[src/rtl/wb_counter_ctrl_if.sv]
// Wishbone slave bus bundle for wb_counter_ctrl.
//   master modport: drives strobe/cycle/write-enable/selects/address/write data,
//                   observes ack and read data.
//   slave modport : the opposite view, used by the counter block.
interface wb_counter_ctrl_if;
  logic        wbs_stb_i;
  logic        wbs_cyc_i;
  logic        wbs_we_i;
  logic [3:0]  wbs_sel_i;
  logic [31:0] wbs_adr_i;
  logic [31:0] wbs_dat_i;
  logic        wbs_ack_o;
  logic [31:0] wbs_dat_o;

  modport master (
    output wbs_stb_i, wbs_cyc_i, wbs_we_i, wbs_sel_i, wbs_adr_i, wbs_dat_i,
    input  wbs_ack_o, wbs_dat_o
  );

  modport slave (
    input  wbs_stb_i, wbs_cyc_i, wbs_we_i, wbs_sel_i, wbs_adr_i, wbs_dat_i,
    output wbs_ack_o, wbs_dat_o
  );
endinterface

[src/rtl/wb_counter_ctrl.sv]
// Wishbone-controlled up/down counter with sticky compare-match interrupt.
// Ports:
//   wb_clk_i   - clock, all state on rising edge
//   wb_rst_ni  - synchronous active-low reset
//   wb         - Wishbone slave bus (stb/cyc/we/sel/adr/dat in, ack/dat out)
//   la_load_i  - logic-analyzer load strobe, level sensitive, top priority
//   la_data_i  - logic-analyzer load value
//   count_o    - current counter value (registered)
//   irq_o      - MATCH & IRQ_EN (registered)
// Register map on adr[3:2]: 0 CTRL{IRQ_EN,DIR,EN}, 1 COUNT, 2 CMP, 3 STATUS{MATCH}.
module wb_counter_ctrl #(
  parameter int unsigned BITS = 16
) (
  input  logic                wb_clk_i,
  input  logic                wb_rst_ni,
  wb_counter_ctrl_if.slave    wb,
  input  logic                la_load_i,
  input  logic [BITS-1:0]     la_data_i,
  output logic [BITS-1:0]     count_o,
  output logic                irq_o
);

  localparam int unsigned DW     = 32;
  localparam int unsigned CTRL_W = 3;
  localparam int unsigned EN_B   = 0;
  localparam int unsigned DIR_B  = 1;
  localparam int unsigned IRQ_B  = 2;

  typedef enum logic [1:0] {
    REG_CTRL   = 2'd0,
    REG_COUNT  = 2'd1,
    REG_CMP    = 2'd2,
    REG_STATUS = 2'd3
  } reg_addr_e;

  // State
  logic [CTRL_W-1:0] ctrl_q,  ctrl_nxt;
  logic [BITS-1:0]   count_q, count_nxt;
  logic [BITS-1:0]   cmp_q,   cmp_nxt;
  logic              match_q, match_nxt;
  logic              irq_q,   irq_nxt;
  logic              ack_q,   ack_nxt;
  logic [DW-1:0]     dat_q,   dat_nxt;

  // Bus decode
  logic          valid;
  logic          commit;
  logic          wr_commit;
  reg_addr_e     addr;
  logic [DW-1:0] wmask;
  logic [DW-1:0] rdata;
  logic          unused_adr;

  // Address bits outside [3:2] are intentionally ignored.
  assign unused_adr = ^{wb.wbs_adr_i[31:4], wb.wbs_adr_i[1:0]};

  // A transfer commits on the edge that raises ack; ack never repeats back-to-back.
  assign valid     = wb.wbs_cyc_i & wb.wbs_stb_i;
  assign commit    = valid & ~ack_q;
  assign wr_commit = commit & wb.wbs_we_i;
  assign addr      = reg_addr_e'(wb.wbs_adr_i[3:2]);

  // Expand byte lane selects into a bit mask.
  always_comb begin
    wmask = '0;
    for (int i = 0; i < 4; i++) begin
      wmask[8*i +: 8] = {8{wb.wbs_sel_i[i]}};
    end
  end

  // Read mux; unimplemented bits read as zero via zero extension.
  always_comb begin
    rdata = '0;
    case (addr)
      REG_CTRL:   rdata = DW'(ctrl_q);
      REG_COUNT:  rdata = DW'(count_q);
      REG_CMP:    rdata = DW'(cmp_q);
      REG_STATUS: rdata = DW'(match_q);
      default:    rdata = '0;
    endcase
  end

  // Next-state logic for registers, counter, match and bus response.
  always_comb begin
    ctrl_nxt  = ctrl_q;
    count_nxt = count_q;
    cmp_nxt   = cmp_q;
    match_nxt = match_q;
    ack_nxt   = commit;
    dat_nxt   = '0;

    if (commit && !wb.wbs_we_i) begin
      dat_nxt = rdata;
    end

    if (wr_commit && addr == REG_CTRL) begin
      ctrl_nxt = (ctrl_q & ~wmask[CTRL_W-1:0]) | (wb.wbs_dat_i[CTRL_W-1:0] & wmask[CTRL_W-1:0]);
    end

    if (wr_commit && addr == REG_CMP) begin
      cmp_nxt = BITS'((DW'(cmp_q) & ~wmask) | (wb.wbs_dat_i & wmask));
    end

    // Counter priority: LA load, bus write, count, hold.
    if (la_load_i) begin
      count_nxt = la_data_i;
    end else if (wr_commit && addr == REG_COUNT) begin
      count_nxt = BITS'((DW'(count_q) & ~wmask) | (wb.wbs_dat_i & wmask));
    end else if (ctrl_q[EN_B]) begin
      count_nxt = ctrl_q[DIR_B] ? (count_q - BITS'(1)) : (count_q + BITS'(1));
    end

    // Write-1-to-clear on lane 0; a same-cycle match set wins over the clear.
    if (wr_commit && addr == REG_STATUS && wb.wbs_sel_i[0] && wb.wbs_dat_i[0]) begin
      match_nxt = 1'b0;
    end
    if (ctrl_q[EN_B] && (count_q == cmp_q)) begin
      match_nxt = 1'b1;
    end

    // IRQ tracks the registered MATCH and IRQ_EN values exactly.
    irq_nxt = match_nxt & ctrl_nxt[IRQ_B];
  end

  // State registers with synchronous reset.
  always_ff @(posedge wb_clk_i) begin
    if (!wb_rst_ni) begin
      ctrl_q  <= '0;
      count_q <= '0;
      cmp_q   <= '1;
      match_q <= 1'b0;
      irq_q   <= 1'b0;
      ack_q   <= 1'b0;
      dat_q   <= '0;
    end else begin
      ctrl_q  <= ctrl_nxt;
      count_q <= count_nxt;
      cmp_q   <= cmp_nxt;
      match_q <= match_nxt;
      irq_q   <= irq_nxt;
      ack_q   <= ack_nxt;
      dat_q   <= dat_nxt;
    end
  end

  assign wb.wbs_ack_o = ack_q;
  assign wb.wbs_dat_o = dat_q;
  assign count_o      = count_q;
  assign irq_o        = irq_q;

endmodule

[src/flat_wrapper.sv]
// flat-port wrapper written by rule: the top's interface ports become plain ports
module wb_counter_ctrl_flat 
#(
  parameter int unsigned BITS = 16
)
  (wb_clk_i, wb_rst_ni, la_load_i, la_data_i, count_o, irq_o, wb_wbs_stb_i, wb_wbs_cyc_i, wb_wbs_we_i, wb_wbs_sel_i, wb_wbs_adr_i, wb_wbs_dat_i, wb_wbs_ack_o, wb_wbs_dat_o);
  wb_counter_ctrl_if wb_i ();
  input  logic wb_clk_i;
  input  logic wb_rst_ni;
  input  logic la_load_i;
  input  logic [BITS-1:0] la_data_i;
  output logic [BITS-1:0] count_o;
  output logic irq_o;
  input wire logic [$bits(wb_i.wbs_stb_i)-1:0] wb_wbs_stb_i;
  input wire logic [$bits(wb_i.wbs_cyc_i)-1:0] wb_wbs_cyc_i;
  input wire logic [$bits(wb_i.wbs_we_i)-1:0] wb_wbs_we_i;
  input wire logic [$bits(wb_i.wbs_sel_i)-1:0] wb_wbs_sel_i;
  input wire logic [$bits(wb_i.wbs_adr_i)-1:0] wb_wbs_adr_i;
  input wire logic [$bits(wb_i.wbs_dat_i)-1:0] wb_wbs_dat_i;
  output wire logic [$bits(wb_i.wbs_ack_o)-1:0] wb_wbs_ack_o;
  output wire logic [$bits(wb_i.wbs_dat_o)-1:0] wb_wbs_dat_o;
  assign wb_i.wbs_stb_i = wb_wbs_stb_i;
  assign wb_i.wbs_cyc_i = wb_wbs_cyc_i;
  assign wb_i.wbs_we_i = wb_wbs_we_i;
  assign wb_i.wbs_sel_i = wb_wbs_sel_i;
  assign wb_i.wbs_adr_i = wb_wbs_adr_i;
  assign wb_i.wbs_dat_i = wb_wbs_dat_i;
  assign wb_wbs_ack_o = wb_i.wbs_ack_o;
  assign wb_wbs_dat_o = wb_i.wbs_dat_o;
  wb_counter_ctrl #(.BITS(BITS)) u_core (.wb_clk_i(wb_clk_i), .wb_rst_ni(wb_rst_ni), .wb(wb_i), .la_load_i(la_load_i), .la_data_i(la_data_i), .count_o(count_o), .irq_o(irq_o));
endmodule
[config.mk]
export PLATFORM = sky130hd
export DESIGN_NAME = wb_counter_ctrl_flat
export DESIGN_NICKNAME = d
export VERILOG_FILES = /design/src/rtl/wb_counter_ctrl_if.sv /design/src/rtl/wb_counter_ctrl.sv /design/src/flat_wrapper.sv
export SDC_FILE = /design/constraint.sdc
export NUM_CORES = 1
export LEC_CHECK = 0
export CAP_MARGIN = 20
export CORE_ASPECT_RATIO = 0.75
export CORE_MARGIN = 1
export CORE_UTILIZATION = 47
export CTS_CLUSTER_DIAMETER = 120
export CTS_CLUSTER_SIZE = 28
export DETAILED_ROUTE_END_ITERATION = 12
export PLACE_DENSITY_LB_ADDON = 0.05
export SETUP_SLACK_MARGIN = 0.3
export SLEW_MARGIN = 15
export SYNTH_ARGS = -nofsm -noshare
export SYNTH_HDL_FRONTEND = slang
export SYNTH_SLANG_ARGS = --single-unit
[constraint.sdc]
create_clock -name wb_clk_i -period 3.9 [get_ports wb_clk_i]
set_input_delay 0.975 -clock wb_clk_i [delete_from_list [all_inputs] [get_ports wb_clk_i]]
set_output_delay 0.975 -clock wb_clk_i [all_outputs]
set_load 0.01 [all_outputs]
==> results.json <==
{
  "synth_cell_types": 60,
  "drt_iter0_markers": 191,
  "finalSetupViolations": 0,
  "ys.flop_type": "dfxtp_1",
  "critPathMaxStageDelay_ns": 0.66,
  "cts_buffers": 5,
  "synthArstFlopShare": 0,
  "maxCapViolCount": 0,
  "num_rows": 26,
  "hold_violations": 0,
  "ant_nets": 0,
  "finalCriticalPeriod_ns": 3.19,
  "htreeDepth": 2,
  "period_share": 0.817,
  "cp_cell_sequence": "clkdlybuf4s50_1 > nor2b_1 > and2_2 > nand2_1 > nand3_1 > o311ai_0 > o211a_1",
  "stdcell_count": 572,
  "synth_area_um2": 3390,
  "drv_slew": 0,
  "cp.required_ns": 4.11,
  "fin_util": 0.608,
  "grt_usage": 0.251,
  "fillers": 650,
  "ys_seq_elements": 54,
  "critPathKind": "in2reg",
  "post-dp-hpwl_mm": 7.12,
  "worst-path-max-fanout": 14,
  "vias_per_cell": 5.51,
  "clk_latency_ns": 0.31,
  "yosys_warnings": 0,
  "worst_slew_pin_slew_ns": 0.808,
  "clockBufferDepth": 2,
  "synth.avg_cell_area_um2": 8.24,
  "drt_wl_total_mm": 9.33,
  "grt_max_degree": 21,
  "vdd_drop_max_mv": 0.163,
  "cts-root-buf": "clkbuf_8",
  "final_nets": 579,
  "hold_path_class": "reg2reg",
  "floorplan.io_pins": 140,
  "worst_setup_path_start_kind": "primary input",
  "drtPass1Iterations": 5,
  "power_density_nw_per_um2": 274,
  "r2r_cells": 8,
  "grt_setup_unrepaired": "no",
  "start_util": 0.492,
  "antenna_found_initial": 0,
  "max_freq_mhz": 314,
  "total_power_mw": 1.15,
  "clock_sinks": 54,
  "clk_pin_slew_worst_paths_ns": 0.10,
  "r2r_slack_ns": 1.02,
  "core_um2": 6900,
  "crit_path_end_kind": "flip-flop",
  "status": "completed",
  "gp_congestion": 0.860,
  "netlist_instances": 412,
  "tns_ns": 0,
  "ys_seq_area_frac": 0.318,
  "worstPathArrival_ns": 3.40,
  "placed_area_um2": 4110,
  "postCtsSetupRepairBufs": 0,
  "routedWlPerCell_um": 16.3,
  "slew_headroom": 0.461,
  "cp_slowest_cell": "clkdlybuf4s50_1",
  "numPortBuffers": 75,
  "synth_edf_count": 0,
  "area.growth.synth_to_final_pct": 23.5,
  "die_w_um": 100,
  "dp_cells": 565,
  "drive_gt1_frac": 0.0506,
  "diodes": 0,
  "preCtsSetupSlack_ns": 0.454,
  "grt_pass1_vias": 2716,
  "drcViolationCount": 0,
  "grt_pass1_wl_mm": 14.3,
  "die_y_um": 75.6,
  "dieArea_um2": 7570,
  "power_leakage_nw": 1.73,
  "finalWorstSetupSlack_ns": 0.714,
  "cts_resized": 0,
  "worst_hold_slack_ns": 0.503,
  "grt_overflow": 0,
  "cts_tree": "yes",
  "stdcell_area_um2": 4190,
  "ctsHoldBuffers": 0,
  "fin_skew_ns": 0.00757,
  "vias": 3153,
  "hold-path-cell-count": 2
}
-- cells in the mapped netlist (2+ instances only) --
cell type	number	area [µm²]
nand2_1	55	206
dfxtp_1	54	1080
nand3_1	31	155
nor2_1	27	101
a21oi_1	26	130
o21ai_0	20	100
xnor2_1	18	158
buf_4	16	120
a22oi_1	15	113
clkbuf_1	15	56.3
ha_1	14	175
nor2b_1	8	50.1
xor2_1	8	70.1
a21o_1	7	52.6
a31oi_1	7	43.8
mux2i_1	7	70.1
and3_1	6	37.5
buf_2	5	25.0
nand4_1	5	31.3
nor3b_1	5	37.5
o221ai_1	5	43.8
inv_1	4	15.0
nor3_1	4	20.0
o211ai_1	4	30.0
a21boi_0	3	22.5
and2_1	3	18.8
clkbuf_8	3	41.3
and4b_1	2	20.0
nand2b_1	2	12.5
nand3b_1	2	15.0
o22ai_1	2	12.5
-- report_power, final --
part | total (mW) | switching (mW) | internal, mW
logic | 0.237 | 0.116 | 0.121
clock network | 0.313 | 0.188 | 0.125
registers | 0.599 | 0.0313 | 0.568
-- placed cells by master (no fill, tap or decap), types with 8 or more instances in the layout --
| cell | n |
|---|---|
| ha_1 | 14 |
| dfxtp_1 | 54 |
| nor2_1 | 27 |
| nand2_1 | 55 |
| conb_1 | 16 |
| nor2b_1 | 8 |
| nand3_1 | 31 |
| xnor2_1 | 18 |
| a22oi_1 | 15 |
| xor2_1 | 8 |
| a21oi_1 | 26 |
| clkdlybuf4s50_1 | 75 |
| o21ai_0 | 20 |
-- cell families (layout without fill, tap and decap cells) --
| kind of cell | Yosys count | in the layout | synth area share |
|---|---|---|---|
| adder cells (fa/ha/maj) | 15 | 15 | 0.0575 |
| other | 1 | 16 | 0.00110 |
| buffers and inverters | 46 | 93 | 0.0829 |
| AND/OR/NAND/NOR | 156 | 156 | 0.221 |
| XOR/XNOR | 26 | 26 | 0.0671 |
| AO/OA/AOI/OAI | 105 | 105 | 0.220 |
| flip-flops | 54 | 54 | 0.318 |
| multiplexers | 9 | 9 | 0.0317 |
-- worst max-delay path: cells and delay by family --
family                 cells  cell delay, ns
buffers and inverters      1            0.66
AO/OA/AOI/OAI              2            0.45
AND/OR/NAND/NOR            4            1.30
-- worst max-delay path by stage --
stage,startpoint,to,cells past startpoint
global route,wb_wbs_adr_i[2],flip-flop,7
CTS,wb_wbs_adr_i[2],flip-flop,7
detailed placement,wb_wbs_adr_i[2],flip-flop,7
finish,wb_wbs_adr_i[2],flip-flop,7
floorplan,flip-flop,flip-flop,8
global placement,wb_wbs_adr_i[2],flip-flop,7
-- final cells by class --
class / count / area (µm²) / share of cell area
Multi-Input combinational cell: 327 / 2090 / 0.498
Sequential cell: 54 / 1080 / 0.258
Timing Repair Buffer: 82 / 803 / 0.192
Tap cell: 98 / 123 / 0.0292
Clock buffer: 5 / 68.8 / 0.0164
Inverter: 4 / 15.0 / 0.00358
Clock inverter: 2 / 13.8 / 0.00328
-- metal layers --
layer / vias up / share of wire / global-route usage
met5: - / 0 / 0
met4: 0 / 0.0087 / 0.0580
met3: 7 / 0.058 / 0.0330
met2: 125 / 0.43 / 0.387
met1: 1450 / 0.51 / 0.373
li1: 1571 / - / -
Power figures use the tool's default switching activity.
